<file path="src/rtl/hazard_ctrl.sv">
// rtl/hazard_ctrl.sv - pipeline load-use/branch/memory-wait sequencing controller
// Optional HAZARD_PERF_EN adds stall/flush/load-use event counters.
module hazard_ctrl #(
  parameter int MEM_TIMEOUT = 64
) (
  input  logic        clk,
  input  logic        rst,
  input  logic [4:0]  IF_ID_Rs1,
  input  logic [4:0]  IF_ID_Rs2,
  input  logic        IF_ID_UseRs1,
  input  logic        IF_ID_UseRs2,
  input  logic [4:0]  ID_EX_Rd,
  input  logic        ID_EX_MemRead,
  input  logic        EX_BranchTaken,
  input  logic        MEM_Req,
  input  logic        MEM_Ready,
  output logic        PC_Write,
  output logic        IF_ID_Write,
  output logic        ID_EX_Write,
  output logic        EX_MEM_Write,
  output logic        IF_ID_Flush,
  output logic        ID_EX_Bubble,
  output logic        MEM_WB_Bubble,
`ifdef HAZARD_PERF_EN
  output logic [31:0] stall_cycles,
  output logic [31:0] flush_count,
  output logic [31:0] load_use_count,
`endif
  output logic        mem_timeout
);

  typedef enum logic {RUN = 1'b0, MEM_WAIT = 1'b1} state_t;

  localparam logic [7:0] TIMEOUT_VAL = 8'(MEM_TIMEOUT);

  state_t     r_state;
  state_t     w_state_next;
  logic [7:0] r_wait_cnt;
  logic [7:0] w_wait_cnt_next;
  logic       r_mem_timeout;
  logic       w_mem_busy;
  logic       w_load_use;
  logic       w_branch_act;
  logic       w_load_use_act;

  assign w_mem_busy = MEM_Req && !MEM_Ready;

  assign w_load_use = ID_EX_MemRead && (ID_EX_Rd != 5'd0) &&
                      ((IF_ID_UseRs1 && (ID_EX_Rd == IF_ID_Rs1)) ||
                       (IF_ID_UseRs2 && (ID_EX_Rd == IF_ID_Rs2)));

  assign w_branch_act   = !w_mem_busy && EX_BranchTaken;
  assign w_load_use_act = !w_mem_busy && !EX_BranchTaken && w_load_use;

  // Saturating wait counter; the stall itself is never released by timeout.
  assign w_wait_cnt_next = !w_mem_busy ? 8'd0 :
                           (r_wait_cnt == TIMEOUT_VAL) ? r_wait_cnt :
                           r_wait_cnt + 8'd1;

  always_ff @(posedge clk) begin
    if (rst) begin
      r_state       <= RUN;
      r_wait_cnt    <= 8'd0;
      r_mem_timeout <= 1'b0;
    end else begin
      r_state    <= w_state_next;
      r_wait_cnt <= w_wait_cnt_next;
      if (w_mem_busy && (w_wait_cnt_next == TIMEOUT_VAL)) begin
        r_mem_timeout <= 1'b1;
      end
    end
  end

  // Completion in MEM_WAIT falls through to the normal priority chain.
  always_comb begin
    w_state_next  = r_state;
    PC_Write      = 1'b1;
    IF_ID_Write   = 1'b1;
    ID_EX_Write   = 1'b1;
    EX_MEM_Write  = 1'b1;
    IF_ID_Flush   = 1'b0;
    ID_EX_Bubble  = 1'b0;
    MEM_WB_Bubble = 1'b0;
    case (r_state)
      RUN, MEM_WAIT: begin
        w_state_next = w_mem_busy ? MEM_WAIT : RUN;
        if (w_mem_busy) begin
          PC_Write      = 1'b0;
          IF_ID_Write   = 1'b0;
          ID_EX_Write   = 1'b0;
          EX_MEM_Write  = 1'b0;
          MEM_WB_Bubble = 1'b1;
        end else if (EX_BranchTaken) begin
          IF_ID_Flush  = 1'b1;
          ID_EX_Bubble = 1'b1;
        end else if (w_load_use) begin
          PC_Write     = 1'b0;
          IF_ID_Write  = 1'b0;
          ID_EX_Bubble = 1'b1;
        end
      end
      default: w_state_next = RUN;
    endcase
  end

  assign mem_timeout = r_mem_timeout;

`ifdef HAZARD_PERF_EN
  logic [31:0] r_stall_cycles;
  logic [31:0] r_flush_count;
  logic [31:0] r_load_use_count;

  always_ff @(posedge clk) begin
    if (rst) begin
      r_stall_cycles   <= 32'd0;
      r_flush_count    <= 32'd0;
      r_load_use_count <= 32'd0;
    end else begin
      if (w_mem_busy)     r_stall_cycles   <= r_stall_cycles + 32'd1;
      if (w_branch_act)   r_flush_count    <= r_flush_count + 32'd1;
      if (w_load_use_act) r_load_use_count <= r_load_use_count + 32'd1;
    end
  end

  assign stall_cycles   = r_stall_cycles;
  assign flush_count    = r_flush_count;
  assign load_use_count = r_load_use_count;
`else
  logic w_unused;
  assign w_unused = w_branch_act ^ w_load_use_act;
`endif

endmodule

</file>
<file path="config.mk">
export PLATFORM = sky130hd
export DESIGN_NAME = hazard_ctrl
export DESIGN_NICKNAME = d
export VERILOG_FILES = /design/src/rtl/hazard_ctrl.sv
export SDC_FILE = /design/constraint.sdc
export NUM_CORES = 1
export LEC_CHECK = 0
export ABC_CLOCK_PERIOD_IN_PS = 2300
export CORE_MARGIN = 2
export CORE_UTILIZATION = 41
export DETAILED_ROUTE_END_ITERATION = 8
export HOLD_SLACK_MARGIN = 0.05
export MAX_ROUTING_LAYER = met4
export PLACE_DENSITY = 0.84
export SYNTH_ARGS = -nofsm -noshare
export SYNTH_HDL_FRONTEND = slang
export SYNTH_SLANG_ARGS = --single-unit
</file>
<file path="constraint.sdc">
create_clock -name clk -period 2.3 [get_ports clk]
set_clock_uncertainty 0.2 [all_clocks]
set_input_delay 0.23 -clock clk [delete_from_list [all_inputs] [get_ports clk]]
set_output_delay 0.23 -clock clk [all_outputs]
set_load 0.03 [all_outputs]
</file>
==> results.yml, run 1 <==
clocking:
  path_clk_slew_ns: 0.06
  worstSkewPairLatency_ns: 0.26
  cts_max_level: 1
  clockBufferDepth: 2
  clock_sinks: 9
  cts_tree: "built"
  hold_buffers: 0
  cts_buffers: 3
  post_cts_buffers: 0
  root_buffer: "clkbuf_4"
global_route:
  grt_pass1_vias: 670
  grt_overflow: 0
  grt_pass1_wl_microns: 2680
  grt_util_all_layers: 0.180
  antenna_found_initial: 0
  grt_max_degree: 8
synth:
  post-synth-top-area-cell: "dfxtp_1"
  synth_seq_area_share: 0.253
  avgSynthCellArea_sq_um: 8.20
  synthCells: 87
  synth_top_area_share: 0.253
  ys.warnings.count: 0
  syn_area_sq_um: 713
  ys_types: 32
  synth-seq-cells: 9
  syn_nets: 112
  ys_top_cells_by_area: "dfxtp_1 25%, xnor2_1 17%, nor2_1 5.3%"
cells_and_area:
  multi_input_area_sq_um: 500
  area_growth_pct: 49.6
  layout_common_cells: "21 x clkdlybuf4s50_1, 13 x xnor2_1, 10 x nor2_1"
  regArea_sq_um: 180
  drive_above_1_share: 0.127
  fillers: 157
  final_area_sq_um: 1070
  nNetsFinal: 144
  diodes: 0
  final_common_cell: "clkdlybuf4s50_1"
floorplanning:
  dieHeight_microns: 45.7
  initial_core_util: 0.422
  die-area_sq_um: 2090
  die_w_microns: 45.7
  io_pins: 31
  core_sq_um: 1690
  row_count: 15
worst_setup_path:
  start_kind: "input pin"
  crit_path_end_kind: "output port"
  path_max_fanout: 2
  cpPeakStageDelay_ns: 0.48
  critPathArrivalTime_ns: 1.78
  worstSetupPathType: "input pin to output port"
  required_ns: 1.87
  crit_slowest_cell: "clkdlybuf4s50_1"
  worstPathCellList: "clkdlybuf4s50_1, xnor2_1, nand4_1, o22ai_2, o211ai_1, buf_4, o21a_1, buf_6"
place:
  gp_congestion: 0.798
  placed_area_sq_um: 1010
  numPortBuffers: 30
  dp_hpwl_microns: 1340
detailed_routing:
  dr.pass1.iters: 4
  wire_per_inst_microns: 11.9
  ant_nets: 0
  routed_wirelength_microns: 1610
  drtIter0Drc: 8
  drc: 0
  vias_per_cell: 5.17
  num_vias: 698
power:
  powerDensity_nw_per_um2: 366
  finalPower_mw: 0.391
  ir_drop_v: 0.000206
  leakage_nw: 0.418
timing:
  worst-slew-pin-transition_ns: 0.447
  maxSlewViolCount: 0
  period_share: 0.962
  rsz0062_at_grt: "no"
  fmax_mhz: 452
  hold_viol_final: 0
  maxSlewHeadroom: 0.702
  period_needed_ns: 2.21
  finalSetupViolCount: 0
job:
  drv_cap: 0
worst_hold_path:
  hold_path.class: "flip-flop to flip-flop"
status:
  status: "completed"
critical path, delay by kind of cell:
| kind | cells | cell delay, ns |
|---|---|---|
| buf+inv | 3 | 0.78 |
| xor+xnor | 1 | 0.13 |
| simple gates | 1 | 0.13 |
| compound gates | 3 | 0.52 |
final cells by class:
class / count / area share
repair buffers: 31 / 0.302
multi-input cells: 70 / 0.469
inverters: 4 / 0.0141
clock inverters: 1 / 0.00469
flip-flops and latches: 9 / 0.169
well taps: 17 / 0.0199
clock buffers: 3 / 0.0211
routing by layer:
metal / track usage / vias up / part of all wire
met5: - / - / 0
met4: 0.0514 / 0 / 0
met3: 0.0476 / 0 / 0.055
met2: 0.307 / 26 / 0.55
met1: 0.207 / 314 / 0.40
li1: - / 358 / -
metrics by stage:
step	TNS [ns]	utilization	hold slack, ns	setup slack [ns]	std cells
global placement	-0.269	0.596	0.274	-0.269	131
floorplan	0	-	0.219	0.396	87
finish	0	0.632	0.311	0.0885	135
global route	0	0.632	0.333	0.0211	135
CTS	0	0.612	0.308	0.00174	135
detailed placement	-0.359	0.596	0.300	-0.348	131
synth_stat cells:
master	n
o22ai_1	1
a21oi_1	2
or4_1	1
nor4_2	1
a32oi_1	1
ha_1	2
o21a_1	1
o32ai_1	1
a211oi_1	1
buf_6	1
xnor2_1	14
nand2b_1	2
nand2_1	9
and4bb_1	1
nand4_1	2
buf_2	1
nand2b_4	1
nand2_2	1
xor2_1	4
nor3_1	2
buf_4	2
nand3_1	4
or2_0	2
o211ai_1	1
inv_1	4
o21ai_0	1
nor4b_4	1
and2b_1	1
nor2_1	10
o21ai_1	2
dfxtp_1	9
nor3_2	1
worst paths after layout:
check	startpoint	end	slack, ns	depth (start not counted)
setup reg to reg	r_wait_cnt[0]	mem_timeout	0.37	7
setup / recovery	IF_ID_Rs2[0]	PC_Write	0.09	8
hold reg to reg	mem_timeout	mem_timeout	0.31	2
hold / removal	mem_timeout	mem_timeout	0.31	2
cell families (layout without fill, tap and decap cells):
family | after synthesis | in the layout | synth area share
AO/OA/AOI/OAI | 11 | 11 | 0.100
XOR/XNOR | 18 | 18 | 0.221
adder cells (fa/ha/maj) | 2 | 2 | 0.0351
flip-flops | 9 | 9 | 0.253
AND/OR/NAND/NOR | 39 | 39 | 0.326
buffers and inverters | 8 | 39 | 0.0649
power by group:
part           switching, mW  internal (mW)  total [mW]
Sequential           0.00167          0.157       0.158
Combinational         0.0463         0.0643       0.111
Clock                 0.0578         0.0642       0.122
Total                  0.106          0.285       0.391
state kept, by name, indices dropped and copies added, names as in the netlist:
signal	cells
r_wait_cnt	8
mem_timeout	1
repair_timing:
item,CTS,global route
pin swaps,1,4
setup endpoints to repair,3,3
resized for setup,4,9
Power figures use the tool's default switching activity.
==> run 2: changes to the inputs <==
--- a/config.mk
+++ b/config.mk
@@ -5,7 +5,7 @@
 export SDC_FILE = /design/constraint.sdc
 export NUM_CORES = 1
 export LEC_CHECK = 0
-export ABC_CLOCK_PERIOD_IN_PS = 2300
+export ABC_CLOCK_PERIOD_IN_PS = 2100
 export CORE_MARGIN = 2
 export CORE_UTILIZATION = 41
 export DETAILED_ROUTE_END_ITERATION = 8
==> constraint.sdc (replaced) <==
create_clock -name clk -period 2.1 [get_ports clk]
set_clock_uncertainty 0.2 [all_clocks]
set_input_delay 0.21 -clock clk [delete_from_list [all_inputs] [get_ports clk]]
set_output_delay 0.21 -clock clk [all_outputs]
set_load 0.03 [all_outputs]
==> run 2 against run 1 <==
Sequential power increased by 10%. Flip-flop and latch count is the same. Die area is the same. Design area fell by 1.9%. Final cell count unchanged. Register-to-register slack got worse by 0.15 ns. Clock power up 12%. Non-clock buffer count unchanged. First-iteration DRC count down 13%. Routed wire length rose by 4.4%. Total power up 9.7%. Via count grew 1.7%. Critical endpoint unchanged. Largest cell class unchanged. Largest power group unchanged. Highest routed layer is now met4.
==> results.yml, run 2 (synthesis results as in run 1) <==
status:
  status: "completed"
worst_setup_path:
  crit_slowest_cell: "or4_1"
  r2r_cells: 7
  worstPathCellList: "dlygate4sd2_1, or4_1, o211ai_1, o21a_1, buf_6"
  path_max_fanout: 3
  rr_endpoint: "mem_timeout"
  required_ns: 1.69
  start_kind: "input pin"
  cpPeakStageDelay_ns: 0.53
  worstSetupPathType: "input pin to output port"
  critPathArrivalTime_ns: 1.61
  timing.rr.start: "r_wait_cnt[0]"
  r2r_setup_slack_ns: 0.22
  crit_path_end_kind: "output port"
place:
  dp_hpwl_microns: 1340
  placed_area_sq_um: 1010
  numPortBuffers: 30
  gp_congestion: 0.823
global_route:
  grt_pass1_vias: 698
  antenna_found_initial: 0
  grt_overflow: 0
  grt_util_all_layers: 0.196
  grt_max_degree: 8
  grt_pass1_wl_microns: 2790
worst_hold_path:
  hold_end: "mem_timeout"
  hold_path.class: "flip-flop to flip-flop"
  holdPathStages: 2
  min-delay-start: "mem_timeout"
timing:
  period_share: 0.961
  maxSlewHeadroom: 0.696
  period_needed_ns: 2.02
  worst-slew-pin-transition_ns: 0.455
  maxSlewViolCount: 0
  finalSetupViolCount: 0
  hold_viol_final: 0
  rsz0062_at_grt: "no"
  fmax_mhz: 496
cells_and_area:
  nNetsFinal: 144
  final_area_sq_um: 1050
  area_growth_pct: 46.8
  largest_reg_flops: 8
  top_register: "r_wait_cnt"
  drive_above_1_share: 0.110
  diodes: 0
  fin_util: 0.620
  layout_common_cells: "17 x clkdlybuf4s50_1, 13 x xnor2_1, 10 x nor2_1"
  final_common_cell: "clkdlybuf4s50_1"
detailed_routing:
  ant_nets: 0
  drc: 0
  vias_per_cell: 5.26
  dr.pass1.iters: 5
  num_vias: 710
  routed_wirelength_microns: 1680
  drtIter0Drc: 7
  wire_per_inst_microns: 12.4
clocking:
  cts_tree: "built"
  worstSkewPairLatency_ns: 0.27
  path_clk_slew_ns: 0.06
  cts_buffers: 3
  hold_buffers: 0
  root_buffer: "clkbuf_4"
  cts_max_level: 1
  clock_sinks: 9
  clockBufferDepth: 2
floorplanning:
  dieHeight_microns: 45.7
  core_sq_um: 1690
  row_count: 15
  io_pins: 31
  die_w_microns: 45.7
  die-area_sq_um: 2090
  initial_core_util: 0.422
job:
  drv_cap: 0
power:
  ir_drop_v: 0.000165
  finalPower_mw: 0.429
  leakage_nw: 0.413
  powerDensity_nw_per_um2: 409
run 2: changes by cell type in the layout (fill, tap and decap cells not counted):
cell | before | now
buf_4 | 1 | 2
clkbuf_1 | 0 | 1
clkdlybuf4s15_2 | 1 | 0
clkdlybuf4s50_1 | 21 | 17
clkinv_2 | 1 | 0
dlygate4sd2_1 | 1 | 6
dlymetal6s2s_1 | 5 | 4
o22ai_1 | 0 | 1
o22ai_2 | 1 | 0
run 2: repair_timing:
item | 4_1_cts | 5_1_grt
gates resized for setup | 13 | 7
buffers inserted | 0 | 0
pin swaps | 8 | 8
endpoints found under the setup margin | 3 | 3
run 2: worst max-delay path, delay by kind of cell:
family	cells	cell delay, ns
buffers and inverters	2	0.42
AND/OR/NAND/NOR	1	0.53
AO/OA/AOI/OAI	2	0.45
run 2: worst max path at each step:
stage            startpoint            to  cells past startpoint
2_1_floorplan   ID_EX_Rd[1]      PC_Write                      4
3_3_place_gp    ID_EX_Rd[1]  ID_EX_Bubble                      5
3_5_place_dp    ID_EX_Rd[0]  ID_EX_Bubble                      7
4_1_cts        IF_ID_Rs2[0]  ID_EX_Bubble                      7
5_1_grt         ID_EX_Rd[1]   IF_ID_Write                      5
6_report        ID_EX_Rd[1]      PC_Write                      5
run 2: power by group:
part           internal [mW]  leakage, nW  switching, mW
sequential             0.172       0.0726        0.00181
clock                 0.0734       0.0150         0.0637
combinational         0.0670        0.325         0.0512
total                  0.312        0.413          0.117
run 2: layout make-up:
class | count | area (sq um)
repair buffers | 31 | 310
well taps | 17 | 21.3
fillers | 159 | 642
clock buffers | 4 | 26.3
multi-input cells | 70 | 494
flip-flops and latches | 9 | 180
inverters | 4 | 15.0
run 2: metal layers:
metal	part of all wire	global-route usage
met5	0	-
met4	0.017	0.0857
met3	0.041	0.0397
met2	0.55	0.349
met1	0.40	0.206
run 2: metrics by stage:
stage	worst slack [ns]	setup TNS [ns]	hold WS (ns)	cells
after detailed placement	-0.528	-0.855	0.297	132
after floorplan	0.236	0	0.199	87
final	0.0819	0	0.322	135
after CTS	0.0567	0	0.329	135
after global placement	-0.430	-0.746	0.274	132
after global routing	0.0135	0	0.349	135
